[config.mk]
export PLATFORM = sky130hd
export DESIGN_NAME = prog_loader
export DESIGN_NICKNAME = d
export VERILOG_FILES = /design/src/rtl/prog_loader.sv
export SDC_FILE = /design/constraint.sdc
export NUM_CORES = 1
export LEC_CHECK = 0
export ABC_AREA = 1
export CAP_MARGIN = 20
export CELL_PAD_IN_SITES_DETAIL_PLACEMENT = 0
export CELL_PAD_IN_SITES_GLOBAL_PLACEMENT = 1
export CORE_MARGIN = 2
export CORE_UTILIZATION = 42
export DETAILED_ROUTE_END_ITERATION = 7
export GPL_TIMING_DRIVEN = 0
export PLACE_DENSITY = 0.92
export SYNTH_ARGS = -nofsm -noshare
export SYNTH_HDL_FRONTEND = slang
export SYNTH_SLANG_ARGS = --single-unit
[constraint.sdc]
create_clock -name clk -period 3.8 [get_ports clk]
set_input_delay 1.14 -clock clk [delete_from_list [all_inputs] [get_ports clk]]
set_output_delay 1.14 -clock clk [all_outputs]
set_load 0.005 [all_outputs]
[src/rtl/prog_loader.sv]
// Boot loader: streams a length-prefixed byte image into instruction memory
// and holds the CPU in reset until the whole image has been written.
module prog_loader #(
    parameter int ADDR_WIDTH = 10
) (
    input  logic                  clk,
    input  logic                  reset,
    input  logic                  start,
    input  logic                  in_valid,
    input  logic [7:0]            in_data,
    output logic                  in_ready,
    output logic                  mem_we,
    output logic [ADDR_WIDTH-1:0] mem_addr,
    output logic [31:0]           mem_wdata,
    output logic                  cpu_hold,
    output logic                  done,
    output logic                  err,
    output logic [ADDR_WIDTH:0]   words_loaded
);

    typedef enum logic [2:0] {
        IDLE,
        LEN0,
        LEN1,
        DATA,
        WRITE,
        DONE,
        ERR
    } state_t;

    localparam logic [16:0] DEPTH = 17'(1) << ADDR_WIDTH;

    state_t                state;
    logic [15:0]           n;
    logic [ADDR_WIDTH-1:0] addr;
    logic [1:0]            byte_idx;
    logic [31:0]           word;
    logic [ADDR_WIDTH:0]   wl_inc;
    logic [15:0]           n_full;

    assign wl_inc = words_loaded + (ADDR_WIDTH+1)'(1);
    assign n_full = {in_data, n[7:0]};

    // in_ready is only high in LEN0/LEN1/DATA, so in_valid alone marks a transfer there
    always_ff @(posedge clk) begin
        if (!reset) begin
            state        <= IDLE;
            in_ready     <= 1'b0;
            mem_we       <= 1'b0;
            mem_addr     <= '0;
            mem_wdata    <= '0;
            cpu_hold     <= 1'b1;
            done         <= 1'b0;
            err          <= 1'b0;
            words_loaded <= '0;
            n            <= '0;
            addr         <= '0;
            byte_idx     <= '0;
            word         <= '0;
        end else begin
            unique case (state)
                IDLE: begin
                    if (start) begin
                        state        <= LEN0;
                        in_ready     <= 1'b1;
                        words_loaded <= '0;
                        byte_idx     <= '0;
                        addr         <= '0;
                    end
                end
                LEN0: begin
                    if (in_valid) begin
                        n[7:0] <= in_data;
                        state  <= LEN1;
                    end
                end
                LEN1: begin
                    if (in_valid) begin
                        n[15:8] <= in_data;
                        if (n_full == 16'd0) begin
                            state    <= DONE;
                            in_ready <= 1'b0;
                            done     <= 1'b1;
                            cpu_hold <= 1'b0;
                        end else if (17'(n_full) > DEPTH) begin
                            state    <= ERR;
                            in_ready <= 1'b0;
                            err      <= 1'b1;
                        end else begin
                            state <= DATA;
                        end
                    end
                end
                DATA: begin
                    if (in_valid) begin
                        word[{byte_idx, 3'b000} +: 8] <= in_data;
                        byte_idx <= byte_idx + 2'd1;
                        if (byte_idx == 2'd3) begin
                            state     <= WRITE;
                            in_ready  <= 1'b0;
                            mem_we    <= 1'b1;
                            mem_addr  <= addr;
                            mem_wdata <= {in_data, word[23:0]};
                        end
                    end
                end
                WRITE: begin
                    mem_we       <= 1'b0;
                    addr         <= addr + ADDR_WIDTH'(1);
                    words_loaded <= wl_inc;
                    if (17'(wl_inc) == {1'b0, n}) begin
                        state    <= DONE;
                        done     <= 1'b1;
                        cpu_hold <= 1'b0;
                    end else begin
                        state    <= DATA;
                        in_ready <= 1'b1;
                    end
                end
                DONE: begin
                    if (start) begin
                        state        <= LEN0;
                        done         <= 1'b0;
                        cpu_hold     <= 1'b1;
                        in_ready     <= 1'b1;
                        words_loaded <= '0;
                        byte_idx     <= '0;
                        addr         <= '0;
                    end
                end
                ERR: begin
                    if (start) begin
                        state        <= LEN0;
                        err          <= 1'b0;
                        in_ready     <= 1'b1;
                        words_loaded <= '0;
                        byte_idx     <= '0;
                        addr         <= '0;
                    end
                end
                default: state <= IDLE;
            endcase
        end
    end

endmodule

# After elaboration in Yosys (flattened, before gate mapping)
# Cells that the tools add are included.
# W data, S select, Z words.
totals:
  reg_bits: 121
  output_inout_bits: 58
  word_cells: 103
  latch_bits: 0
  memories: 0
  ramBits: 0
  input_bits: 12
  romBits: 0
op_classes:
  n_reduce_logical: 20
  n_div: 0
  eq_ne: 21
  shift: 2
  magnitude_cmp: 1
  n_mul: 0
  addsub: 4
  mux: 41
  bitwise: 0
ops:
  columns: ["op", "count"]
  rows:
  - ["$bwmux W32", 1]
  - ["$shift A8 B7 Y32 const A", 1]
  - ["$shiftx A8 B7 Y32", 1]
  - ["$mux W3", 8]
  - ["$ne A2 B2 Y1 const B", 11]
  - ["$pmux W11 S2", 1]
  - ["$pmux W10 S2", 1]
  - ["$mux W1", 19]
  - ["$eq A11 B16 Y1", 1]
  - ["$gt A16 B11 Y1 const B", 1]
  - ["$logic_not A16 Y1", 1]
  - ["$pmux W3 S5", 1]
  - ["$reduce_and A5 Y1", 3]
  - ["$add A11 B1 Y11 const B", 1]
  - ["$mux W11", 1]
  - ["$add A10 B1 Y10 const B", 1]
  - ["$mux W10", 1]
  - ["$eq A3 B3 Y1 const B", 3]
  - ["$reduce_and A3 Y1", 3]
  - ["$reduce_and A2 Y1", 4]
  - ["$reduce_bool A2 Y1", 4]
  - ["$neg A5 Y7", 1]
  - ["$reduce_and A7 Y1", 1]
  - ["$eq A3 B2 Y1 const B", 2]
  - ["other kinds (14)", 17]

# Logic depth before layout (Yosys ltp)
# Gate-level depths: netlist of the first run.
logic_depth:
  ltp_word: 5
  mapped_depth: 15
  depth_no_buf: 15

# Least setup slack after synthesis of the first run
# OpenSTA, ideal clock, no wires.
synth_timing:
  path_type: "input port to flip-flop"
  from: "input port in_data[0]"
  to: "register state[2]"
  path_stages: 9
  n_path_buf: 0
  arrival_time_ns: 2.079
  t_required_ns: 3.669
  setup_slack_ns: 1.591
  setup_time_ns: 0.131
  cell_sequence: "or2_2 -> nor4_1 -> nand2_1 -> nand2_1 -> nand3_1 -> nand2_1 -> nand2_1 -> nand2_1 -> a21oi_2"
synth_between:
  elab_chain_cells: 5
  elab_cells_between_ends: 6
  cone_classes: "order compare (1); mux (4); reduce/logical (1)"
synth_lines:
  columns: ["item", "line", "source"]
  rows:
  - ["start, declared", "10", "input logic [7:0] in_data,"]
  - ["$gt A16 B11 Y1", "85", "end else if (17'(n_full) > DEPTH) begin"]
  - ["$mux W3", "85", null]
  - ["$mux W3 *", "80", "if (n_full == 16'd0) begin"]
  - ["$mux W3 *", "78", "if (in_valid) begin"]
  - ["$pmux W3 S5 *", "61", "unique case (state)"]
  - ["end signal, assigned", "64", "state <= LEN0;"]
  - ["end signal, assigned", "81", "state <= DONE;"]
  - ["end signal, assigned", "86", "state <= ERR;"]
  - ["end, declared", "33", "state_t state;"]
# Mark *: on every way between the ends. The rest lies on a longest branch, timed or not. The select of a mux whose other input is x is not followed.
# A chain may end at the register's enable or synchronous reset.

# Worst setup path after layout of the first run
# Same ends and word-level chain as after synthesis.

==> reports/results.txt, run 1 <==
The run finished with clean final reports. The worst-case IR drop observed on VDD is 347.9 uV. The starting DRC count in detailed routing is 352. Summing every instance area after synthesis gives 4920 um2. The height of the die is 112.2 um.

From synthesis to final layout, the design area changed by 28.64%. In this run the clock root is driven by a sky130_fd_sc_hd__clkbuf_16. For hold timing, the worst endpoint is word[22]$_SDFFE_PN0P_. Hold repair after CTS inserted 0 buffers.

The largest family of logic cells by synthesized area is simple AND/OR/NAND/NOR gates. After clock tree synthesis, the clock-pin slew on the worst setup and hold paths is 50 ps. The post-synthesis xor/xnor area fraction was 0.1780%; the number of nets with antenna violations after routing was 0.

The share of the synthesized area in compound gates (AO/OA/AOI/OAI) works out to 17.47%. The multiplexer share of the synthesized area is 0%. The startpoint of the most critical register-to-register path was words_loaded[0]$_SDFFE_PN0P_. For the pin with the worst max-slew slack, the measured transition is 679.3 ps. The number of nets in the layout was 783; the mean area per synthesized cell was 7.278 um2.

The post-route clock period utilization works out to 71.09%. The number of endpoints with negative hold slack in the final report is 0. The HPWL after detailed placement is 9443 um.

Counting every instance in the synthesized netlist gives 676. In this run the core area contains 39 standard-cell rows. TritonCTS built the clock tree. The register-to-register setup slack is 1640 ps, and the length of the first detailed-routing pass in iterations is 8. The detailed router placed 4726 vias in this run. The final standard cell count with taps included and fillers excluded was 918; the normalized max-slew margin was 54.71%. The tools report the number of instances resized during post-cts repair as 0.

The routed design could run at a clock period as short as 2702 ps. The placer's final routability congestion estimate is 0.8565, and the path depth of the worst reg2reg path is 12. The most frequently used flop master after synthesis is sky130_fd_sc_hd__dfxtp_1. The run gives 695 as the number of nets produced by synthesis. The start point of the worst min-delay path is word[22]$_SDFFE_PN0P_.

Synthesis inferred 113 register bits. Counting tap cells, the placed design contains a total of 888 instances. The tools report the capture instance of the worst register-to-register path as done$_SDFFE_PN0P_. The start-to-end type of the worst setup path was input port to register.

The number of antenna violations at the first check in global routing was 0; the total I/O pin count was 70. Per-cell via count in the routed design: 5.148. For the worst setup path, the data required time is 4070 ps. The tools report the via count of the first global-routing pass as 4510.

The highest fanout seen on the critical path works out to 7. The total routing usage reported by global routing is 21.15%, and the die footprint is 12600 um2. After detailed routing, the average wire length per cell comes to 14.15 um. The total number of clock tree sinks is 113, and the synthesized-area fraction occupied by and/or/nand/nor cells is 27.16%. For the number of buffers added by the clock tree synthesis step, the log shows 17. The clock network latency to the later pin of the worst-skew pair came out at 410 ps. The logs give 0 for the residual overflow from global routing and 43.09% for the effective utilization at floorplan.

Setup repair after global routing left no endpoint under its margin. The run gives 0 as the max-slew violation count. Measured along the x axis, the die boundary spans 112.2 um. The run gives 2970 ps as the arrival time of the worst setup path.

The clock passes through at most 2 buffers. During placement, the flow inserted port buffers numbering 69. The count of cells along the worst hold path came out at 2. The wire length of the first global-routing pass was 21280 um; the placeable core region was 11420 um2.

The number of buffers inserted to repair setup after CTS came out at 0. For this design the static power due to leakage is 2.433 nW. The run gives 0 as the max capacitance violation total. The post-synthesis cell type count is 36. The number of antenna diodes in the final layout is 0. Entering global routing, the biggest net connects 17 pins.

The tools report the number of H-tree branching levels as 4. The synthesized design contains 0 enable-type register cells. Counting flops with an async set or reset pin after synthesis yields a share of 0%.

For the final database, setup skew stands at 7.663 ps. Endpoint kind of the worst setup timing path: a register. Wires add up to 12990 um. Power per cell area: 556.3 nW/um2. The fraction of final layout cells with drive strength greater than 1 works out to 8.387%. STA classifies the critical path startpoint as an input port. Static timing analysis puts the maximum clock frequency at 370.2 MHz.

The post-detailed-route DRC marker count was 0. During synthesis, Yosys emitted a total of 0 warnings. The tightest min-delay check is of the register to register type. Setup violations remaining at the end of the flow were counted as 0. Summing the areas of all fa, ha and maj instances in the mapped netlist gives 1.780% of the synthesized area. The sequential-to-total area share from yosys stat is 45.98%. The filler cells instantiated in the layout total 1086.

The setup TNS is 0 ps.
[final cells by class]
| type | count | area, um2 | share of cell area, % |
|---|---|---|---|
| plain buffers | 26 | 113.9 | 1.799 |
| multi-input cells | 470 | 2292 | 36.22 |
| clock inverters | 6 | 57.56 | 0.9095 |
| well taps | 143 | 178.9 | 2.827 |
| clock buffers | 24 | 481.7 | 7.612 |
| inverters | 67 | 251.5 | 3.974 |
| repair buffers | 69 | 690.7 | 10.91 |
| flip-flops and latches | 113 | 2262 | 35.75 |
[per-stage QoR]
step / setup WS (ps) / instance area [um2] / total power [mW] / hold slack, ps / utilization [%]
after global placement: 731.8 / 5789 / 2.068 / 446.2 / 50.70
after global routing: 985.3 / 6329 / 3.700 / 484.1 / 55.42
after detailed placement: 707.4 / 5789 / 2.080 / 445.9 / 50.70
after CTS: 1136 / 6329 / 3.524 / 461.5 / 55.42
final: 1098 / 6329 / 3.520 / 462.5 / 55.42
after floorplan: 1591 / 4920 / 1.859 / 429.7 / -
[layer usage]
layer / track usage [%] / wire (um)
met1: 26.98 / 5968
met2: 33.37 / 6017
met3: 6.263 / 727
met4: 9.268 / 281
met5: 0 / 0
[power breakdown]
group / internal (mW) / switching [mW]
registers: 1.27 / 0.0664
clock network: 0.935 / 0.510
logic: 0.241 / 0.503
total: 2.44 / 1.08
[worst max-delay path, stage by stage]
cell and delay, ps:
sky130_fd_sc_hd__clkdlybuf4s50_1 630, sky130_fd_sc_hd__or2_2 410, sky130_fd_sc_hd__nor4_1 240, sky130_fd_sc_hd__nand2_1 80
sky130_fd_sc_hd__nand2_1 130, sky130_fd_sc_hd__nand3_1 100, sky130_fd_sc_hd__nand2_1 70, sky130_fd_sc_hd__nand2_1 50
sky130_fd_sc_hd__nand2_1 70, sky130_fd_sc_hd__a21oi_2 50
[cell usage after synthesis (6+ instances only)]
cell type	number	area, um2
sky130_fd_sc_hd__dfxtp_1	113	2262
sky130_fd_sc_hd__nand2_1	113	424.2
sky130_fd_sc_hd__nor2_1	106	397.9
sky130_fd_sc_hd__a21oi_1	75	375.4
sky130_fd_sc_hd__o21ai_0	68	340.3
sky130_fd_sc_hd__inv_1	62	232.7
sky130_fd_sc_hd__nand3_1	28	140.1
sky130_fd_sc_hd__nand4_1	22	137.6
sky130_fd_sc_hd__clkbuf_1	16	60.06
sky130_fd_sc_hd__nor3_1	8	40.04
sky130_fd_sc_hd__ha_1	7	87.58
sky130_fd_sc_hd__buf_2	6	30.03
[cell usage in the layout, fill, tap and decap left out, types with 4 or more instances in the layout]
cell type,Yosys,routed
sky130_fd_sc_hd__a21oi_1,75,75
sky130_fd_sc_hd__buf_2,6,6
sky130_fd_sc_hd__clkbuf_1,16,20
sky130_fd_sc_hd__clkbuf_16,0,17
sky130_fd_sc_hd__clkdlybuf4s50_1,0,69
sky130_fd_sc_hd__clkinv_2,0,4
sky130_fd_sc_hd__dfxtp_1,113,113
sky130_fd_sc_hd__ha_1,7,7
sky130_fd_sc_hd__inv_1,62,62
sky130_fd_sc_hd__inv_2,5,5
sky130_fd_sc_hd__nand2_1,113,113
sky130_fd_sc_hd__nand2_2,5,5
sky130_fd_sc_hd__nand3_1,28,28
sky130_fd_sc_hd__nand3_2,4,4
sky130_fd_sc_hd__nand3b_1,4,4
sky130_fd_sc_hd__nand4_1,22,22
sky130_fd_sc_hd__nor2_1,106,106
sky130_fd_sc_hd__nor2_2,4,4
sky130_fd_sc_hd__nor3_1,8,8
sky130_fd_sc_hd__o21ai_0,68,68
sky130_fd_sc_hd__o21ai_1,5,5
[flip-flops by register name, indices dropped and copies added, names as in the netlist]
name          count
mem_wdata        32
in_ready          1
byte_idx          2
err               1
n                16
word             24
addr             10
mem_addr         10
words_loaded     11
done              1
mem_we            1
cpu_hold          1
state             3
[cells by family after synthesis]
logic type	after synthesis
compound gates	161
xor+xnor	1
fa+ha+maj	7
buf+inv	93
flops	113
simple gates	301
[worst max-delay path by stage]
stage	endpoint	startpoint	depth (start not counted)	slack, ps
final	state[2]$_SDFFE_PN0P_	in_data[0]	10	1100
after global routing	state[2]$_SDFFE_PN0P_	in_data[0]	10	990
after CTS	state[2]$_SDFFE_PN0P_	in_data[0]	10	1140
after detailed placement	state[2]$_SDFFE_PN0P_	in_data[0]	10	710
after global placement	state[2]$_SDFFE_PN0P_	in_data[0]	10	730
after floorplan	state[2]$_SDFFE_PN0P_	in_data[0]	9	1590
Power figures use the tool's default switching activity.
==> run 2: changes to the inputs <==
- CORE_UTILIZATION: 42 -> 39
- PLACE_DENSITY: 0.92 -> 0.87
- clock period: 3.8 -> 2.5 ns (I/O delays scaled with it)
==> run 2 against run 1 <==
Net effect: clock-buffer cell count is the same; largest power group unchanged; hold slack lost 4.6 ps; sequential share of layout area shrank 0.38 points; largest cell class unchanged; register-to-register slack lost 1300 ps; critical path type unchanged; cell area grew 1.1%; flip-flop and latch count is the same.
==> reports/results.txt, run 2 (synthesis gave the netlist of run 1 again) <==
The run finished with clean final reports. The wire length of the first global-routing pass came out at 20890 um. The tools report the placer's final routability congestion estimate as 0.9007. Net switching is 30.24% of the power. The area of all placed cells without fillers is 6397 um2, and the flip-flop count of the largest register after layout is 32. In this run the vertical extent of the chip is 116.3 um. The placed instances occupy a cell area of 5826 um2.

The number of instances resized during post-cts repair is 0. For the via count of the first global-routing pass, the log shows 4414. The internal power of the cells totals 3.841 mW. Data on the critical path arrives at its endpoint at 2590 ps. TritonCTS built the clock tree. The CTS clock-pin slew for the worst setup and hold paths works out to 50 ps. The tools report the number of antenna violations at the first check in global routing as 0.

The largest registers in the layout are mem_wdata x32, word x24, n x16. The slowest stage of the critical path belongs to the cell sky130_fd_sc_hd__clkdlybuf4s50_1. The minimum period implied by the final worst setup slack was 2309 ps. In this run, the number of DRC markers left after iteration 0 of detailed routing was 272. The area growth from synthesis to layout is 30.04%.

Max capacitance violation total: 0. The logs give 5.507 mW for the overall power of the completed layout and 1.665 mW for the net switching power. Required time at the endpoint of the critical path: 2780 ps. In the layout the commonest cells are sky130_fd_sc_hd__nand2_1, sky130_fd_sc_hd__dfxtp_1, sky130_fd_sc_hd__nor2_1, sky130_fd_sc_hd__a21oi_1, sky130_fd_sc_hd__clkdlybuf4s50_1. The clock network is responsible for 42.5% of the overall power. Of the total power, combinational logic draws 20.8%.

The logs give 58.99% for the normalized max-slew margin and 36.7% for the sequential fraction of design power. On the worst path, the slowest cell contributes a delay of 640 ps. The per-cell routed wire length works out to 13.83 um.

In the routed design, unresolved DRC markers number 0. By startpoint and endpoint, the worst setup path is classified as input port to register. Timing would allow up to 433.0 MHz. The final hold slack is 457.9 ps, and the worst IR drop on VDD is 550.5 uV. For the wire length reported by the detailed router, the log shows 13100 um. The total I/O pin count is 70, and the largest net degree at the start of global routing is 17.

The highest fanout seen on the critical path was 7; the placeable core region was 12470 um2. Setup repair after global routing left no endpoint under its margin. The number of endpoints with negative hold slack in the final report was 0. In the final design database the tool counted 783 nets. The path class of the tightest hold or removal check is register to register. The H-tree was split into 4 levels.

The clock network latency to the later pin of the worst-skew pair is 420 ps, and the length of the first detailed-routing pass in iterations is 7. Setup slack on the worst reg-to-reg path comes out at 350 ps. The logs give 4769 for the via count and 17 for the number of buffers added by the clock tree synthesis step. For this design, the CTS-stage hold fixing added 0 buffers. Counting along the longest clock path gives a buffer depth of 2.

Using the TritonRoute via totals, the vias-per-cell ratio works out to 5.036. The die is 116.3 um wide. The detail route stage leaves a number of antenna-violating nets equal to 0. The max-slew violation count is 0, and the total number of clock tree sinks is 113. The post-route netlist has 8.516% of its cells at a drive strength greater than 1.

The count of buffers added on input and output ports is 69. The post-route clock skew is 14.28 ps. The number of rows in the core area is 41. Post-CTS timing repair inserted 0 buffers for setup. The largest register by flop count is mem_wdata.

The floorplan step defined a die boundary enclosing 13530 um2. Count of endpoints failing setup in the final report: 0. STA classifies the critical path endpoint as a register. The measured slew at the worst slew-check pin is 615.1 ps. CTS placed an instance of sky130_fd_sc_hd__clkbuf_16 at the clock tree root. 0 antenna diodes ended up in the layout. For this design the ratio of total power to cell area is 860.8 nW/um2.

The cell that appears most often on the critical path is sky130_fd_sc_hd__nand2_1. Nature of the critical path startpoint: an input port. Walking the worst path, the cells encountered are clkdlybuf4s50_1, or2_2, nor4_1, nand2_1, nand2_1, nand3_1, nand2_1, nand2_1, nand2_1, a21oi_2.

Summed over all layers, the global routing overflow is 0. The analysis attributes to cell leakage a power of 2.453 nW. The total routing usage reported by global routing came out at 19.97%.

The wire-length estimate of the detail-placed layout is 9558 um. The tools report the effective utilization at floorplan as 39.47%. Dividing the final minimum period by the clock period gives 92.37%.
[run 2: cell types whose count changed in the layout (fill, tap and decap cells not counted), sizes merged]
cell,before,now
bufinv,1,2
clkinvlp,1,0
[run 2: area by class of cell]
type / count / area, um2
inverters: 67 / 251.5
fillers: 1235 / 6068
multi-input cells: 470 / 2292
repair buffers: 69 / 690.7
plain buffers: 26 / 113.9
well taps: 172 / 215.2
flip-flops and latches: 113 / 2262
clock inverters: 6 / 80.08
clock buffers: 24 / 491.7
[run 2: path summary, 6_finish.rpt]
| path | from | end | cells past startpoint |
|---|---|---|---|
| setup reg to reg | words_loaded[0]$_SDFFE_PN0P_ | done$_SDFFE_PN0P_ | 13 |
| hold reg to reg | word[7]$_SDFFE_PN0P_ | mem_wdata[7]$_SDFFE_PN0P_ | 2 |
| setup / recovery | in_data[0] | state[2]$_SDFFE_PN0P_ | 10 |
| hold / removal | word[7]$_SDFFE_PN0P_ | mem_wdata[7]$_SDFFE_PN0P_ | 2 |
[run 2: routing by layer]
layer	GRT usage [%]	part of all wire, %	vias up
met4	7.778	1.7	0
met2	32.48	47	108
met1	25.54	46	2232
met3	5.034	4.8	23
met5	0	0	-
li1	-	-	2406
[run 2: critical path: cells and delay by family]
family	cells	cell delay, ps
AND/OR/NAND/NOR	8	1140
AO/OA/AOI/OAI	1	50
buffers and inverters	1	640
[run 2: metrics by stage]
step,TNS [ps],setup WS [ps],utilization [%],cells
global placement,-1505,-208.4,46.73,917
floorplan,0,680.7,-,676
global route,0,62.90,51.32,947
detailed placement,-2029,-212.4,46.73,917
CTS,0,221.2,51.32,947
finish,0,190.7,51.32,947
[run 2: power groups by stage]
stage          clock, mW  combinational (mW)  sequential, mW
3_5_place_dp           0                1.13            2.06
5_1_grt             2.45                1.29            2.04
6_report            2.34                1.14            2.02
2_1_floorplan          0               0.792            2.03
4_1_cts             2.37                1.13            2.02
3_3_place_gp           0                1.10            2.05
